$ cat src/rtl/mul_calc_mc.sv
// Multi-channel frame energy accumulator: sums NUM_FFT_PTS beats per channel and emits
// {raw_sum, compressed_sum} per closed frame on an AXI-Stream master with backpressure.
module mul_calc_mc #(
  parameter int ENRGY_DATA_WIDTH = 40,
  parameter int SUM_WIDTH        = 48,
  parameter int NUM_FFT_PTS      = 16,
  parameter int NUM_CH           = 4,
  localparam int CH_W            = (NUM_CH > 1) ? $clog2(NUM_CH) : 1
) (
  input  logic                        aclk,
  input  logic                        aresetn,
  input  logic [ENRGY_DATA_WIDTH-1:0] s_axis_tdata,
  input  logic [CH_W-1:0]             s_axis_tuser,
  input  logic                        s_axis_tvalid,
  output logic                        s_axis_tready,
  input  logic [SUM_WIDTH-1:0]        cfg_thresh,
  input  logic [4:0]                  cfg_shift,
  input  logic [1:0]                  cfg_mode,
  output logic [2*SUM_WIDTH-1:0]      m_axis_tdata,
  output logic [CH_W-1:0]             m_axis_tuser,
  output logic                        m_axis_tvalid,
  input  logic                        m_axis_tready,
  input  logic                        stat_clr,
  output logic                        sat_flag,
  output logic                        ch_err_flag
);

  localparam int CNT_W = $clog2(NUM_FFT_PTS);
  localparam logic [CNT_W-1:0] LAST_CNT = CNT_W'(NUM_FFT_PTS - 1);

  typedef enum logic {EMPTY, FULL} out_state_t;

  out_state_t            state_q, state_d;
  logic [SUM_WIDTH-1:0]  acc [NUM_CH];
  logic [CNT_W-1:0]      cnt [NUM_CH];

  logic                  accept, ch_ok, close;
  logic [SUM_WIDTH-1:0]  acc_sel, sat_sum, comp_sum, over;
  logic [CNT_W-1:0]      cnt_sel;
  logic [SUM_WIDTH:0]    sum_ext;

  assign m_axis_tvalid = (state_q == FULL);
  assign s_axis_tready = ~m_axis_tvalid | m_axis_tready;
  assign accept        = s_axis_tvalid & s_axis_tready;
  assign ch_ok         = int'(s_axis_tuser) < NUM_CH;

  // Out-of-range ids never reach the arrays: every use below is gated by ch_ok.
  assign acc_sel = acc[s_axis_tuser];
  assign cnt_sel = cnt[s_axis_tuser];
  assign close   = accept & ch_ok & (cnt_sel == LAST_CNT);

  // One extra bit catches the carry-out; a carry clamps the sum to all-ones.
  assign sum_ext = {1'b0, acc_sel}
                 + {{(SUM_WIDTH + 1 - ENRGY_DATA_WIDTH){1'b0}}, s_axis_tdata};
  assign sat_sum = sum_ext[SUM_WIDTH] ? '1 : sum_ext[SUM_WIDTH-1:0];
  assign over    = (sat_sum - cfg_thresh) >> cfg_shift;

  always_comb begin
    // NOTE: assign a default before any branch so no path leaves the output unassigned (latch).
    comp_sum = sat_sum;
    if (sat_sum > cfg_thresh) begin
      case (cfg_mode)
        2'd1:    comp_sum = cfg_thresh + over;
        2'd2:    comp_sum = cfg_thresh;
        default: comp_sum = sat_sum;
      endcase
    end
  end

  always_ff @(posedge aclk or negedge aresetn) begin
    if (!aresetn) begin
      // NOTE: the accumulator arrays are reset explicitly; a reset must discard partial frames.
      for (int c = 0; c < NUM_CH; c++) begin
        acc[c] <= '0;
        cnt[c] <= '0;
      end
    end else if (accept && ch_ok) begin
      // NOTE: non-blocking assignments for all state so every register samples pre-edge values.
      if (close) begin
        acc[s_axis_tuser] <= '0;
        cnt[s_axis_tuser] <= '0;
      end else begin
        acc[s_axis_tuser] <= sat_sum;
        cnt[s_axis_tuser] <= cnt_sel + 1'b1;
      end
    end
  end

  always_comb begin
    state_d = state_q;
    case (state_q)
      EMPTY:   if (close) state_d = FULL;
      FULL:    if (m_axis_tready && !close) state_d = EMPTY;
      default: state_d = EMPTY;
    endcase
  end

  always_ff @(posedge aclk or negedge aresetn) begin
    if (!aresetn) begin
      state_q      <= EMPTY;
      m_axis_tdata <= '0;
      m_axis_tuser <= '0;
    end else begin
      state_q <= state_d;
      // A close can only be accepted while the register is empty or draining.
      if (close) begin
        m_axis_tdata <= {sat_sum, comp_sum};
        m_axis_tuser <= s_axis_tuser;
      end
    end
  end

  // Sticky flags: a set event in the same cycle as stat_clr wins.
  always_ff @(posedge aclk or negedge aresetn) begin
    if (!aresetn) begin
      sat_flag    <= 1'b0;
      ch_err_flag <= 1'b0;
    end else begin
      sat_flag    <= (accept & ch_ok & sum_ext[SUM_WIDTH]) | (sat_flag & ~stat_clr);
      ch_err_flag <= (accept & ~ch_ok) | (ch_err_flag & ~stat_clr);
    end
  end

endmodule
$ cat config.mk
export PLATFORM = sky130hd
export DESIGN_NAME = mul_calc_mc
export DESIGN_NICKNAME = d
export VERILOG_FILES = /design/src/rtl/mul_calc_mc.sv
export SDC_FILE = /design/constraint.sdc
export NUM_CORES = 1
export LEC_CHECK = 0
export BUFFER_PORTS_ARGS = -buffer_cell sky130_fd_sc_hd__buf_2
export CELL_PAD_IN_SITES_DETAIL_PLACEMENT = 2
export CELL_PAD_IN_SITES_GLOBAL_PLACEMENT = 2
export CORE_MARGIN = 5
export CORE_UTILIZATION = 38
export DETAILED_ROUTE_END_ITERATION = 12
export GPL_ROUTABILITY_DRIVEN = 0
export GPL_TIMING_DRIVEN = 0
export PLACE_DENSITY = 0.8
export RECOVER_POWER = 100
export SLEW_MARGIN = 30
export SYNTH_ARGS = -nofsm -noshare
export SYNTH_HDL_FRONTEND = slang
export SYNTH_SLANG_ARGS = --single-unit
$ cat constraint.sdc
create_clock -name aclk -period 12.75 [get_ports aclk]
set_input_delay 1.275 -clock aclk [delete_from_list [all_inputs] [get_ports aclk]]
set_output_delay 1.275 -clock aclk [all_outputs]
set_load 0.05 [all_outputs]
==> results.tsv, run 1 <==
stage	metric	value	unit
clock_tree	ctsRootBufferMaster	clkbuf_16	
global_route	antenna_found_initial	8	
logic_synthesis	avgSynthCellArea	8.293	µm²
logic_synthesis	synth_top_family_by_area	compound AO/OA/AOI/OAI gates	
logic_synthesis	seq_area_frac_synth	30.82	%
min_path	hold_depth	2	
worst_setup_path	timing.rr.end	m_axis_tdata[47]	
logic_synthesis	synth_most_common_cell	nand2_1	
worst_setup_path	end_kind	flip-flop	
worst_setup_path	cpPeakStageDelay	0.65	ns
logic_synthesis	yosys_warnings	0	
final_layout	final_nets	3521	
logic_synthesis	netlist_top_cells_count	nand2_1 (513), o21ai_0 (333), dfrtp_1 (309)	
timing	slew_violations	227	
place	dp.final_hpwl	100600	µm
global_route	grt_max_degree	88	
final_layout	syn_to_final_growth	15.09	%
detailed_routing	drc	0	
detailed_routing	drt_first_iter_violations	1935	
logic_synthesis	synth_edf_count	0	
worst_setup_path	start_kind	input port	
clock_tree	cts_tree	built	
min_path	min_path_type	flip-flop to flip-flop	
floorplanning	chipWidth	266.9	µm
final_layout	fillers	7403	
logic_synthesis	synth_cell_type_count	91	
worst_setup_path	rrSetupSlack	1.01	ns
detailed_routing	wl_per_cell	31.31	µm
timing	final-hold-violation-count	0	
global_route	grt-ovfl-total	0	
timing	tightest_slew	4.542	ns
run_status	violations	capacitance limit, slew limit	
global_route	met2_usage	60.59	%
global_route	grt_busiest_layer	met2	
clock_tree	cts_max_level	1	
timing	finalCriticalPeriod	12.64	ns
final_layout	final_cells	4157	
logic_synthesis	ys_seq_elements	309	
logic_synthesis	yosys.area_share.simple	17.36	%
run_status	status	finished with violations	
logic_synthesis	synth_nets	3275	
detailed_routing	num_vias	27053	
timing	max_freq	0.07914	GHz
final_layout	register_area	7732	µm²
logic_synthesis	muxShareOfSynthArea	9.645	%
floorplanning	io_pins	204	
place	io_buffers	199	
worst_setup_path	critical_path_arrival	13.16	ns
global_route	grtUsageTotal	34.76	%
worst_setup_path	crit_slowest_cell	a221oi_2	
logic_synthesis	yosys.area.top_type_share	30.82	%
floorplanning	dieArea	71260	µm²
global_route	grt_use_met1	41.70	%
clock_tree	numCtsBuffers	31	
timing	relSlewSlack	-202.8	%
clock_tree	cts.path.max_buffers	3	
detailed_routing	postRouteAntennaNets	0	
floorplanning	initial_core_util	38.23	%
clock_tree	cts_sinks	309	
worst_setup_path	cp_max_fo	23	
place	dpl.cell_count	4093	
timing	fin_crit_sh	99.10	%
final_layout	multi_input_area	16870	µm²
worst_setup_path	worstPathRequired	13.27	ns
global_route	grt_pass1_vias	29583	
global_route	grt_use_met3	3.909	%
detailed_routing	drt-total-wl	130100	µm
clock_tree	path_clk_slew	0.07	ns
global_route	grt_first_pass_wirelength	190700	µm
worst_setup_path	timing.rr.start	acc[48]	
logic_synthesis	syn_area	25090	µm²
clock_tree	clk_latency	0.59	ns
min_path	hold_end	m_axis_tdata[88]	
logic_synthesis	yosys.area_share.xor_xnor	4.294	%
timing	report.final.setup_viol	0	
logic_synthesis	synth_top_cell_by_area	dfrtp_1	
logic_synthesis	synth_area_leaders	dfrtp_1 (31%), nand2_1 (7.7%), ha_1 (7.2%)	
floorplanning	core	65630	µm²
logic_synthesis	ys.flop_type	dfrtp_1	
detailed_routing	vias_per_cell	6.508	
worst_setup_path	crit_type	input port to flip-flop	
min_path	hold_start	m_axis_tdata[88]	
worst_setup_path	r2r_cells	39	
logic_synthesis	synthAdderAreaFrac	7.471	%
floorplanning	dieHeight	266.9	µm
clock_tree	cts_hold_buf	0	
logic_synthesis	synth_compound_area_share	25.94	%
timing	skew	0.01061	ns
floorplanning	num_rows	94	
job	drv_cap	3	
final_layout	drive_gt1_share	12.79	%
detailed_routing	dr.pass1.iters	5	
logic_synthesis	netlist_instances	3025	
logic_synthesis	async_reset_ff_share	100.0	%
[area by class of cell]
class,instances,share of cell area [%]
Buffer,187,2.756
Tap cell,864,3.744
Antenna cell,1,0.008667
Multi-Input combinational cell,2427,58.44
Sequential cell,309,26.78
Clock inverter,11,0.4810
Timing Repair Buffer,220,3.575
Clock buffer,43,2.981
Inverter,95,1.235
[sequential cells by signal, indices dropped and copies added (netlist names)]
register / count
acc: 192
m_axis_tdata: 96
cnt: 16
m_axis_tuser: 2
ch_err_flag: 1
m_axis_tvalid: 1
sat_flag: 1
[timing repair]
item	CTS	global route
pin swaps	3	13
setup endpoints to repair	48	29
buffers inserted	2	14
gates resized for setup	81	74
cloned	0	0
[worst max-delay path by stage]
stage,startpoint,to
finish,s_axis_tuser[1],m_axis_tdata[47]
global route,s_axis_tuser[0],m_axis_tdata[36]
CTS,s_axis_tuser[0],m_axis_tdata[36]
detailed placement,s_axis_tuser[0],m_axis_tdata[36]
global placement,s_axis_tuser[0],m_axis_tdata[36]
floorplan,s_axis_tuser[0],m_axis_tdata[36]
[metrics by stage]
step           setup WS [ns]  utilization, %  hold slack, ns  area, µm²  TNS [ns]
6_report              0.1142           43.99          0.4803      28870         0
5_1_grt             -0.02783           43.99          0.4958      28870  -0.08138
4_1_cts             0.007695           43.60          0.4783      28610         0
3_5_place_dp          -3.866           41.60          0.4615      27300   -125.90
3_3_place_gp          -4.266           41.39          0.4542      27160   -145.37
2_1_floorplan          1.064               -          0.4413      25090         0
[cells in the final DEF, fill, tap and decap left out, types with 64 or more instances in the layout]
cell,n
nor2_1,187
ha_1,145
a21oi_1,165
buf_2,107
o21ai_0,328
clkbuf_1,253
mux4_2,64
nand2_1,512
a21o_1,79
dfrtp_1,309
inv_1,90
[metal layers]
metal | vias up | part of all wire [%]
met3 | 402 | 5.9
met5 | - | 0.017
li1 | 11612 | -
met1 | 13917 | 39
met4 | 4 | 6.9
met2 | 1118 | 49
[kinds of logic (layout without fill, tap and decap cells)]
kind of cell    count (synthesis)  count (layout)
mux                           157             157
simple gates                  993             993
other cells                     0               1
compound gates               1006            1006
buf+inv                       289             556
xor+xnor                      123             123
flops                         309             309
fa+ha+maj                     148             148
[critical path: cells and delay by family]
family          cells  cell delay (ns)
mux                 1             0.42
fa+ha+maj           3             1.41
xor+xnor            1             0.19
buf+inv             7             2.15
simple gates       10             2.94
compound gates     18             4.68
Power of run 1 is left out: the tool's default activity adds up to more than one toggle a clock period on the data nets, which glitch-free logic cannot reach.
==> inputs of run 2 (changes only) <==
--- a/config.mk
+++ b/config.mk
@@ -9,11 +9,11 @@
 export CELL_PAD_IN_SITES_DETAIL_PLACEMENT = 2
 export CELL_PAD_IN_SITES_GLOBAL_PLACEMENT = 2
 export CORE_MARGIN = 5
-export CORE_UTILIZATION = 38
+export CORE_UTILIZATION = 34
 export DETAILED_ROUTE_END_ITERATION = 12
 export GPL_ROUTABILITY_DRIVEN = 0
 export GPL_TIMING_DRIVEN = 0
-export PLACE_DENSITY = 0.8
+export PLACE_DENSITY = 0.75
 export RECOVER_POWER = 100
 export SLEW_MARGIN = 30
 export SYNTH_ARGS = -nofsm -noshare
==> constraint.sdc (replaced) <==
create_clock -name aclk -period 10.6 [get_ports aclk]
set_input_delay 1.06 -clock aclk [delete_from_list [all_inputs] [get_ports aclk]]
set_output_delay 1.06 -clock aclk [all_outputs]
set_load 0.05 [all_outputs]
==> run 2 against run 1 <==
Against the previous run:
- the run still ends with capacitance limit, slew limit left
- final area rose by 9.4%
- critical path type unchanged
- count of clock-buffer cells in the layout fell by 2
- first-iteration DRC count rose by 21%
- die area rose by 11%
- core utilization fell by 0.78 points
- register-to-register slack got worse by 0.53 ns
- hold slack barely moved
- sequential share of layout area fell by 2.3 points
- critical path depth did not move
==> results.tsv, run 2 (synthesis results as in run 1) <==
stage	metric	value	unit
run_status	status	finished with violations	
run_status	violations	capacitance limit, slew limit	
final_layout	final_cell_mix	nand2_1 (493), dfrtp_1 (309), o21ai_0 (305)	
worst_setup_path	cpPeakStageDelay	0.57	ns
detailed_routing	num_vias	27554	
floorplanning	core	73080	µm²
detailed_routing	drt_first_iter_violations	2343	
timing	fin_crit_sh	99.54	%
clock_tree	cts_hold_buf	0	
floorplanning	initial_core_util	34.33	%
worst_setup_path	cp-startpoint	s_axis_tuser[1]	
floorplanning	chipWidth	281.6	µm
place	dp.final_hpwl	101800	µm
min_path	min_path_type	flip-flop to flip-flop	
timing	finalCriticalPeriod	10.55	ns
clock_tree	path_clk_slew	0.07	ns
worst_setup_path	timing.rr.start	acc[0]	
job	drv_cap	3	
worst_setup_path	rrSetupSlack	0.48	ns
worst_setup_path	path_delay_family	compound AO/OA/AOI/OAI gates	
floorplanning	dieHeight	281.6	µm
worst_setup_path	end_kind	flip-flop	
worst_setup_path	timing.rr.end	m_axis_tdata[47]	
worst_setup_path	worstPathRequired	11.11	ns
detailed_routing	wl_per_cell	31.49	µm
timing	tightest_slew	4.786	ns
timing	skew	0.03391	ns
worst_setup_path	cp.buffers_inverters	9	
global_route	grt_max_degree	89	
clock_tree	ctsRootBufferMaster	clkbuf_16	
timing	max_freq	0.09478	GHz
clock_tree	cts.path.max_buffers	3	
worst_setup_path	cp_max_fo	19	
worst_setup_path	start_kind	input port	
final_layout	top_register	acc	
final_layout	diodes	0	
final_layout	final_nets	3594	
detailed_routing	drc	0	
timing	relSlewSlack	-219.0	%
final_layout	stdcell_area	31590	µm²
timing	final-hold-violation-count	0	
global_route	grt_busiest_layer	met2	
min_path	hold_depth	2	
detailed_routing	drt-total-wl	136300	µm
final_layout	largestRegisters	acc x192, m_axis_tdata x96, cnt x16	
global_route	grt_first_pass_wirelength	194100	µm
timing	final.setup.tns	0	ns
global_route	antenna_found_initial	3	
timing	report.final.setup_viol	0	
final_layout	syn_to_final_growth	25.90	%
place	io_buffers	199	
detailed_routing	dr.pass1.iters	5	
final_layout	fillers	7955	
final_layout	drive_gt1_share	22.06	%
timing	holdWs	0.4799	ns
clock_tree	cts_tree	built	
worst_setup_path	worst-path-stages	40	
global_route	grt_use_met3	3.428	%
global_route	met2_usage	56.01	%
worst_setup_path	r2r_cells	39	
clock_tree	cts_sinks	309	
clock_tree	numCtsBuffers	31	
detailed_routing	vias_per_cell	6.368	
timing	slew_violations	226	
global_route	grt_pass1_vias	29632	
final_layout	final_common_cell	nand2_1	
global_route	grt_use_met1	39.34	%
place	place_area	27430	µm²
floorplanning	dieArea	79320	µm²
clock_tree	clk_latency	0.60	ns
worst_setup_path	critical_path_arrival	11.07	ns
clock_tree	cts_max_level	1	
worst_setup_path	crit_end	m_axis_tdata[47]	
global_route	grtUsageTotal	32.05	%
floorplanning	num_rows	99	
worst_setup_path	crit_slowest_cell	or4_4	
global_route	grt-ovfl-total	0	
floorplanning	io_pins	204	
final_layout	largest_reg_flops	192	
detailed_routing	postRouteAntennaNets	0	
worst_setup_path	crit_type	input port to flip-flop	
[run 2: worst min-delay path by stage]
stage,startpoint,to
floorplan,cnt[12],cnt[12]
global placement,acc[124],acc[124]
detailed placement,m_axis_tdata[0],m_axis_tdata[0]
CTS,aresetn,acc[108]
global route,m_axis_tdata[19],m_axis_tdata[19]
finish,m_axis_tdata[19],m_axis_tdata[19]
[run 2: what timing repair did]
action,CTS,global route
endpoints found under the setup margin,48,30
gates cloned,0,2
gates resized for setup,310,202
buffers inserted,56,50
pin swaps,57,79
[run 2: metrics by stage]
step,utilization (%),instances,worst slack (ns)
after floorplan,-,3025,0.01016
after global placement,37.36,4183,-5.767
after detailed placement,37.53,4187,-5.077
after CTS,41.64,4284,0.003589
after global routing,43.22,4327,-0.1265
final,43.22,4327,0.04914
[run 2: metal layers]
metal	vias to the layer above	wire length, µm
li1	11751	-
met1	14296	53580
met2	1130	65800
met3	375	7771
met4	2	9088
met5	-	13
[run 2: worst min-delay path: stages, from the launching register on]
cell and delay [ns]:
dfrtp_1 0.34, nand2_1 0.05, o21ai_0 0.06
[run 2: cell type report]
cell class	count	area, µm²	area share [%]
repair buffers	310	1824	5.776
clock buffers	41	873.3	2.765
multi-input cells	2427	18450	58.40
plain buffers	170	899.6	2.848
flip-flops and latches	309	7732	24.48
inverters	95	356.6	1.129
well taps	959	1200	3.799
clock inverters	16	252.7	0.8002
Power of run 2 is left out for the same reason.
